[src/rtl/mux_arb_pkg.sv]
// Shared types and helpers for the four-way round-robin mux-select arbiter.
// Holds the requester count, the select width, the FSM state type and a one-hot decode.
package mux_arb_pkg;

   localparam int NUM_REQ = 4;
   localparam int SEL_W   = 2;

   typedef enum logic {
      IDLE  = 1'b0,
      GRANT = 1'b1
   } arb_state_t;

   function automatic logic [NUM_REQ-1:0] onehot4(input logic [SEL_W-1:0] idx);
      logic [NUM_REQ-1:0] vec;
      vec      = '0;
      vec[idx] = 1'b1;
      return vec;
   endfunction

endpackage

[src/rtl/rr_pick4.sv]
// Combinational round-robin picker: the search starts one past the last owner.
// It rotates the request vector, applies a fixed priority, then rotates the result back.
module rr_pick4
   import mux_arb_pkg::*;
(
   input  logic [NUM_REQ-1:0] req,
   input  logic [SEL_W-1:0]   last,
   output logic [SEL_W-1:0]   pick,
   output logic               any
);

   logic [SEL_W-1:0]   start;
   logic [NUM_REQ-1:0] rotated;
   logic [SEL_W-1:0]   offset;

   assign start = last + SEL_W'(1);
   assign any   = |req;

   // After rotation, bit 0 is the requester that has the highest priority this round.
   always_comb begin
      rotated = '0;
      offset  = '0;
      for (int i = 0; i < NUM_REQ; i++) begin
         rotated[i] = req[start + SEL_W'(i)];
      end
      for (int i = NUM_REQ - 1; i >= 0; i--) begin
         if (rotated[i]) begin
            offset = SEL_W'(i);
         end
      end
      pick = start + offset;
   end

endmodule

[src/rtl/mux_sel_arbiter.sv]
// Round-robin owner of a shared 4:1 mux select, with a bounded burst length and a forced
// idle gap between owners. All outputs are registered, so the mux sees glitch-free controls.
module mux_sel_arbiter
   import mux_arb_pkg::*;
#(
   parameter int MAX_BURST = 16
)
(
   input  logic               clk,
   input  logic               rst_n,
   input  logic               enable,
   input  logic [NUM_REQ-1:0] req,
   output logic [NUM_REQ-1:0] grant,
   output logic [SEL_W-1:0]   sel,
   output logic               valid,
   output logic               preempt
);

   localparam int               CNT_W   = $clog2(MAX_BURST);
   localparam logic [CNT_W-1:0] CNT_MAX = CNT_W'(MAX_BURST - 1);

   arb_state_t         state;
   arb_state_t         state_next;
   logic [NUM_REQ-1:0] grant_next;
   logic [SEL_W-1:0]   sel_next;
   logic [SEL_W-1:0]   last;
   logic [SEL_W-1:0]   last_next;
   logic [CNT_W-1:0]   count;
   logic [CNT_W-1:0]   count_next;
   logic               preempt_next;
   logic [SEL_W-1:0]   pick;
   logic               any_req;
   logic               others_waiting;

   rr_pick4 u_pick (
      .req  (req),
      .last (last),
      .pick (pick),
      .any  (any_req)
   );

   // While a grant is held, the owner is always the last pointer.
   assign others_waiting = (req & ~onehot4(last)) != '0;
   assign valid          = |grant;

   // The last pointer resets to 3, so requester 0 wins the first arbitration.
   always_ff @(posedge clk or negedge rst_n) begin
      if (!rst_n) begin
         state   <= IDLE;
         grant   <= '0;
         sel     <= '0;
         last    <= SEL_W'(NUM_REQ - 1);
         count   <= '0;
         preempt <= 1'b0;
      end else begin
         state   <= state_next;
         grant   <= grant_next;
         sel     <= sel_next;
         last    <= last_next;
         count   <= count_next;
         preempt <= preempt_next;
      end
   end

   // Every exit from GRANT goes through IDLE, which produces the mandatory dead cycle.
   always_comb begin
      state_next   = state;
      grant_next   = grant;
      sel_next     = sel;
      last_next    = last;
      count_next   = count;
      preempt_next = 1'b0;
      case (state)
         IDLE: begin
            grant_next = '0;
            if (enable && any_req) begin
               state_next = GRANT;
               grant_next = onehot4(pick);
               sel_next   = pick;
               last_next  = pick;
               count_next = '0;
            end
         end
         GRANT: begin
            if (!req[last]) begin
               state_next = IDLE;
               grant_next = '0;
            end else if ((count == CNT_MAX) && others_waiting) begin
               state_next   = IDLE;
               grant_next   = '0;
               preempt_next = 1'b1;
            end else if (count != CNT_MAX) begin
               count_next = count + CNT_W'(1);
            end
         end
         default: begin
            state_next = IDLE;
            grant_next = '0;
         end
      endcase
   end

endmodule

[config.mk]
export PLATFORM = sky130hd
export DESIGN_NAME = mux_sel_arbiter
export DESIGN_NICKNAME = d
export VERILOG_FILES = /design/src/rtl/mux_arb_pkg.sv /design/src/rtl/rr_pick4.sv /design/src/rtl/mux_sel_arbiter.sv
export SDC_FILE = /design/constraint.sdc
export NUM_CORES = 1
export LEC_CHECK = 0
export CAP_MARGIN = 15
export CORE_UTILIZATION = 40
export CTS_BUF_LIST = sky130_fd_sc_hd__clkbuf_4 sky130_fd_sc_hd__clkbuf_8
export DETAILED_ROUTE_END_ITERATION = 7
export PLACE_DENSITY = 0.72
export SLEW_MARGIN = 20
export SYNTH_ARGS = -nofsm -noshare
export SYNTH_HDL_FRONTEND = slang
export SYNTH_HIERARCHICAL = 1
export SYNTH_SLANG_ARGS = --single-unit
[constraint.sdc]
create_clock -name clk -period 2.8 [get_ports clk]
set_input_delay 0.7 -clock clk [delete_from_list [all_inputs] [get_ports clk]]
set_output_delay 0.7 -clock clk [all_outputs]
set_load 0.05 [all_outputs]
# Yosys cells after proc, flatten, opt, wreduce, memory -nomap -nowiden
# Cells that the tools add are included.
[classes]
add_sub_neg = 6
n_lt_le_gt_ge = 8
eq_ne = 7
muxes = 34
bitwise_logic = 3
n_reduce_logical = 9
[ops]
columns = ["op", "count"]
rows = [
  ["2-to-1 mux 4 bit", 7],
  ["less-than comparator 2 x 3 -> 1 bit, second input constant", 6],
  ["case mux 4 bit (2 select lines)", 2],
  ["2-to-1 mux 1 bit", 13],
  ["binary-select mux 1 bit (select 2 bit)", 5],
  ["2-to-1 mux 2 bit", 4],
  ["OR reduction 4 bit", 2],
  ["adder 2 x 1 -> 2 bit, second input constant", 2],
  ["adder 2 bit, second input constant", 2],
  ["adder 4 x 1 -> 4 bit, second input constant", 1],
  ["AND 4 bit", 1],
  ["demux 1 bit (select 2 bit)", 2],
  ["== test 4 bit, second input constant", 1],
  ["greater-or-equal comparator 2 x 1 -> 1 bit, second input constant", 2],
  ["logical AND 1 bit", 4],
  ["!= test 2 x 1 -> 1 bit, second input constant", 2],
  ["!= test 2 bit, second input constant", 2],
  ["!= test 4 bit, second input constant", 1],
  ["NOT 4 bit", 1],
  ["AND reduction 4 bit", 1],
  ["nonzero test 4 bit", 1],
  ["!= test 3 x 2 -> 1 bit, second input constant", 1],
  ["adder 2 bit", 1],
  ["case mux 1 bit (2 select lines)", 1],
  ["2 further kinds", 2],
]
[word_totals]
ff_bits = 14
input_bits = 7
out_inout_bits = 8
word_cells = 73

# Depth between registers and ports, before layout
[logic_depth]
word_depth = 15
depth_mapped = 10
depth_no_buf = 10

# Cells and area by module
# The synthesis kept the hierarchy.
[by_module_without_submodules]
columns = ["module", "instances", "cells_per_inst", "area_per_inst_um2", "seq_area_each_um2"]
rows = [
  ["mux_sel_arbiter", 1, 71, 720.7, 352.8],
  ["rr_pick4", 1, 26, 178.9, 0.0],
]

# Least setup slack after synthesis
# OpenSTA, ideal clock, no wires.
[synth_timing]
path_kind = "input to register"
start = "input port req[1]"
end = "register grant[0]"
setup_ps = 118
arrival_time_ps = 2133
required_time_ps = 2682
slack_ps = 549
cell_stages = 10
path_buffers = 0
path_cell_list = "inv_1 > o21ai_0 > a21oi_1 > o31a_1 > ha_1 > xnor2_1 > xnor2_1 > xnor2_1 > nor3_1 > a21o_1"
[synth_between]
elab_chain_len = 13
word_cells_on_any_way = 29
classes_between = "add/sub (1); order compare (2); eq/ne (1); mux (19); bitwise (1); reduce/logical (5)"
[synth_rtl]
columns = ["item", "line", "text"]
rows = [
  ["start: declaration", "mux_sel_arbiter.sv:12", "input logic [NUM_REQ-1:0] req,"],
  ["binary-select mux 1 bit (select 2 bit)", "rr_pick4.sv:24", "rotated[i] = req[start + SEL_W'(i)];"],
  ["2-to-1 mux 1 bit (not written as such)", "rr_pick4.sv:24", ""],
  ["2-to-1 mux 2 bit (3 in series)", "rr_pick4.sv:27", "if (rotated[i]) begin"],
  ["2-to-1 mux 2 bit (*)", "rr_pick4.sv:27", ""],
  ["adder 2 bit (*)", "rr_pick4.sv:31", "pick = start + offset;"],
  ["net pick[1]", "mux_sel_arbiter.sv:31", "logic [SEL_W-1:0] pick;"],
  ["less-than comparator 2 x 3 -> 1 bit (not written as such) / greater-or-equal comparator 2 x 1 -> 1 bit (equally long branches)", "mux_arb_pkg.sv:16", "vec[idx] = 1'b1;"],
  ["logical AND 1 bit (not written as such)", "mux_arb_pkg.sv:16", ""],
  ["2-to-1 mux 1 bit (not written as such)", "mux_arb_pkg.sv:16", ""],
  ["demux 1 bit (select 2 bit) (*)", "mux_arb_pkg.sv:16", ""],
  ["2-to-1 mux 4 bit (*)", "mux_sel_arbiter.sv:76", "if (enable && any_req) begin"],
  ["case mux 4 bit (2 select lines) (*)", "mux_sel_arbiter.sv:73", "case (state)"],
  ["end signal: assignment", "mux_sel_arbiter.sv:57", "grant <= grant_next;"],
  ["end: declaration", "mux_sel_arbiter.sv:13", "output logic [NUM_REQ-1:0] grant,"],
]
# The timed path passes the listed nets; every way through them passes the cells marked *. The select of a mux whose other input is x is not followed.
# A chain may end at the register's enable or synchronous reset.

# Worst setup path after layout
[layout_timing]
start = "input port req[1]"
end = "register grant[3]"
# The elaborated chain is that of the path after synthesis.

==> impl_metrics.tcl <==
set metrics [dict create \
    hp-class "flop to flop" \
    grt_overflow 0 \
    die_y_um 49.4 \
    crit_arrival_ns 2.83 \
    setup_viol 0 \
    cts_root_buffer "clkbuf_4" \
    max_freq_ghz 0.378 \
    ys_ff_latch 14 \
    gr-usage-all-layers_pct 18.8 \
    synth_cells 97 \
    postCtsHoldBufs 0 \
    ys_warn_count 6 \
    worstSetupPathType "primary input to flop" \
    drive_gt1_share_pct 18.2 \
    gp_congestion 0.774 \
    io_pins 15 \
    drv_slew 0 \
    die_area_um2 2440 \
    initial_utilization_pct 44.1 \
    async_flop_share_pct 100 \
    fin_ws_ns 0.158 \
    dp.cells 144 \
    dp_hpwl_um 1480 \
    first_global_vias 777 \
    clock-sinks 14 \
    ir_drop_mv 0.645 \
    worstHoldStart "sel[0]" \
    hold_violations 0 \
    synthFlopType "dfrtp_1" \
    die_w_um 49.4 \
    vias 824 \
    cts_setup_buffers 0 \
    num_antenna_cells 0 \
    syn_to_final_growth_pct 28.7 \
    worst_pin_slew_ns 0.619 \
    crit_path_start_kind "primary input" \
    htreeDepth 1 \
    p_leak_nw 0.529 \
    maxCapViolations 0 \
    maxSlewHeadroom_pct 58.6 \
    netlist.area_leader.share_pct 33.4 \
    netlist_area_um2 900 \
    layout.nets 131 \
    numCtsBuffers 3 \
    yosys.area.top_type "dfrtp_1" \
    routed_wl_um 2050 \
    cp-end-kind "flop" \
    cts_tree "built" \
    cts_buffer_depth 2 \
    ys_seq_area_share_pct 39.2 \
    core_area_um2 2040 \
    synth.distinct_cells 38 \
    clkLatencyLatePin_ns 0.29 \
    cp_max_fo 4 \
    antenna_found_initial 0 \
    fin_skew_ns 0.00494 \
    num_rows 16 \
    clkTransAtPathRegs_ns 0.09 \
    post-route-period-util_pct 94.4 \
    vias_per_cell 5.57 \
    fin_crit_ns 2.64 \
    power_density_nw_per_um2 1020 \
    synth_edf_count 0 \
    preCtsSetupSlack_ns -0.128 \
    ant_nets 0 \
    syn_area_per_cell_um2 9.27 \
    drc 0 \
    wire_per_inst_um 13.8 \
    outcome "complete, no violations" \
    setup.worst_path.start "req[1]" \
    grt_setup_unrepaired "no" \
    r2r-start "last[1]" \
    first_iter_violations 23 \
    synthTopCellsByArea "dfrtp_1 (33%), mux2i_1 (7.8%), nand2_1 (7.1%)" \
    grt_max_degree 15 \
    required_ns 2.98 \
    final_cells 148 \
    grt_pass1_wl_um 3460 \
    port_buffers 14 \
    syn-num-nets 106 \
    dr.pass1.iters 4 \
    ctsResizeCount 0 \
]
kinds of logic (layout without fill, tap and decap cells):
| logic type | count (synthesis) | in the layout | share of synthesized area (%) |
|---|---|---|---|
| multiplexers | 8 | 8 | 10.3 |
| AO/OA/AOI/OAI | 19 | 19 | 16.4 |
| adder cells (fa/ha/maj) | 2 | 2 | 2.78 |
| AND/OR/NAND/NOR | 43 | 43 | 24.1 |
| buffers and inverters | 8 | 32 | 4.31 |
| flip-flops | 14 | 14 | 39.2 |
| XOR/XNOR | 3 | 3 | 2.92 |
synthesized netlist by cell type (3+ instances only):
cell type and count:
nand2_1 17, inv_1 5, mux2i_1 7, nor3_1 3, nand2b_1 3, xnor2_1 3
nor2_1 7, a21oi_1 5, dfrtp_1 12
placed cells by master, fill, tap and decap left out, types with 2 or more instances in the layout:
cell type        netlist  final
nand2_1               17     17
clkdlybuf4s50_1        0     14
dfstp_2                2      2
a21oi_1                5      5
inv_1                  5      5
dfrtp_1               12     12
buf_4                  0      9
nor3_1                 3      3
nand3_1                2      2
o2bb2ai_1              2      2
clkbuf_4               0      3
mux2i_1                7      7
ha_1                   2      2
nand2b_1               3      3
xnor2_1                3      3
or2_2                  2      2
nor2_1                 7      7
or4_1                  2      2
area by class of cell:
type | count | area [µm²]
sequential | 14 | 353
tap | 27 | 33.8
timing repair buffer | 23 | 208
multi-input combinational | 75 | 508
fill | 198 | 885
inverter | 5 | 18.8
clock buffer | 4 | 36.3
state kept, by name, summed over array words and instances, names as in the netlist:
name / flops
count: 4
grant: 4
last: 2
preempt: 1
sel: 2
state: 1
critical path, cell delays in order:
cell             delay, ns
clkdlybuf4s50_1       0.52
inv_1                 0.06
o21ai_0               0.16
a21oi_1               0.09
o31a_1                0.29
ha_1                  0.19
xnor2_1               0.17
xnor2_1               0.16
xnor2_1               0.13
buf_4                 0.17
a32o_1                0.20
power breakdown:
part	internal, mW	leakage [nW]	switching, mW
Sequential	0.275	0.180	0.0955
Combinational	0.300	0.328	0.357
Clock	0.0793	0.0210	0.0683
Total	0.655	0.529	0.521
metrics by stage:
| stage | hold WS (ns) | power, mW | setup TNS [ns] | util (%) | instance area (µm²) |
|---|---|---|---|---|---|
| 6_report | 0.485 | 1.18 | 0 | 56.7 | 1160 |
| 5_1_grt | 0.524 | 1.25 | 0 | 56.7 | 1160 |
| 4_1_cts | 0.487 | 1.18 | 0 | 56.7 | 1160 |
| 3_5_place_dp | 0.467 | 1.02 | -0.356 | 54.9 | 1120 |
| 3_3_place_gp | 0.468 | 1.01 | -0.232 | 54.9 | 1120 |
| 2_1_floorplan | 0.404 | 0.841 | 0 | - | 900 |
final timing paths:
path                       endpoint  slack [ns]  cells past startpoint
max                        grant[3]        0.16                     11
min                          sel[0]        0.49                      2
max reg2reg                grant[3]        0.47                     10
min reg2reg                  sel[0]        0.49                      2
max in group asynchronous    sel[1]        1.61                      1
min in group asynchronous     state        0.79                      1
routing by layer:
layer | part of all wire, % | track usage, % | up-vias
met2 | 46 | 30.1 | 26
met4 | 2.3 | 12.4 | 0
met5 | 0 | 0 | -
li1 | - | - | 397
met1 | 47 | 23.3 | 396
met3 | 5.6 | 2.80 | 5
(Power assumes the default switching activity.)
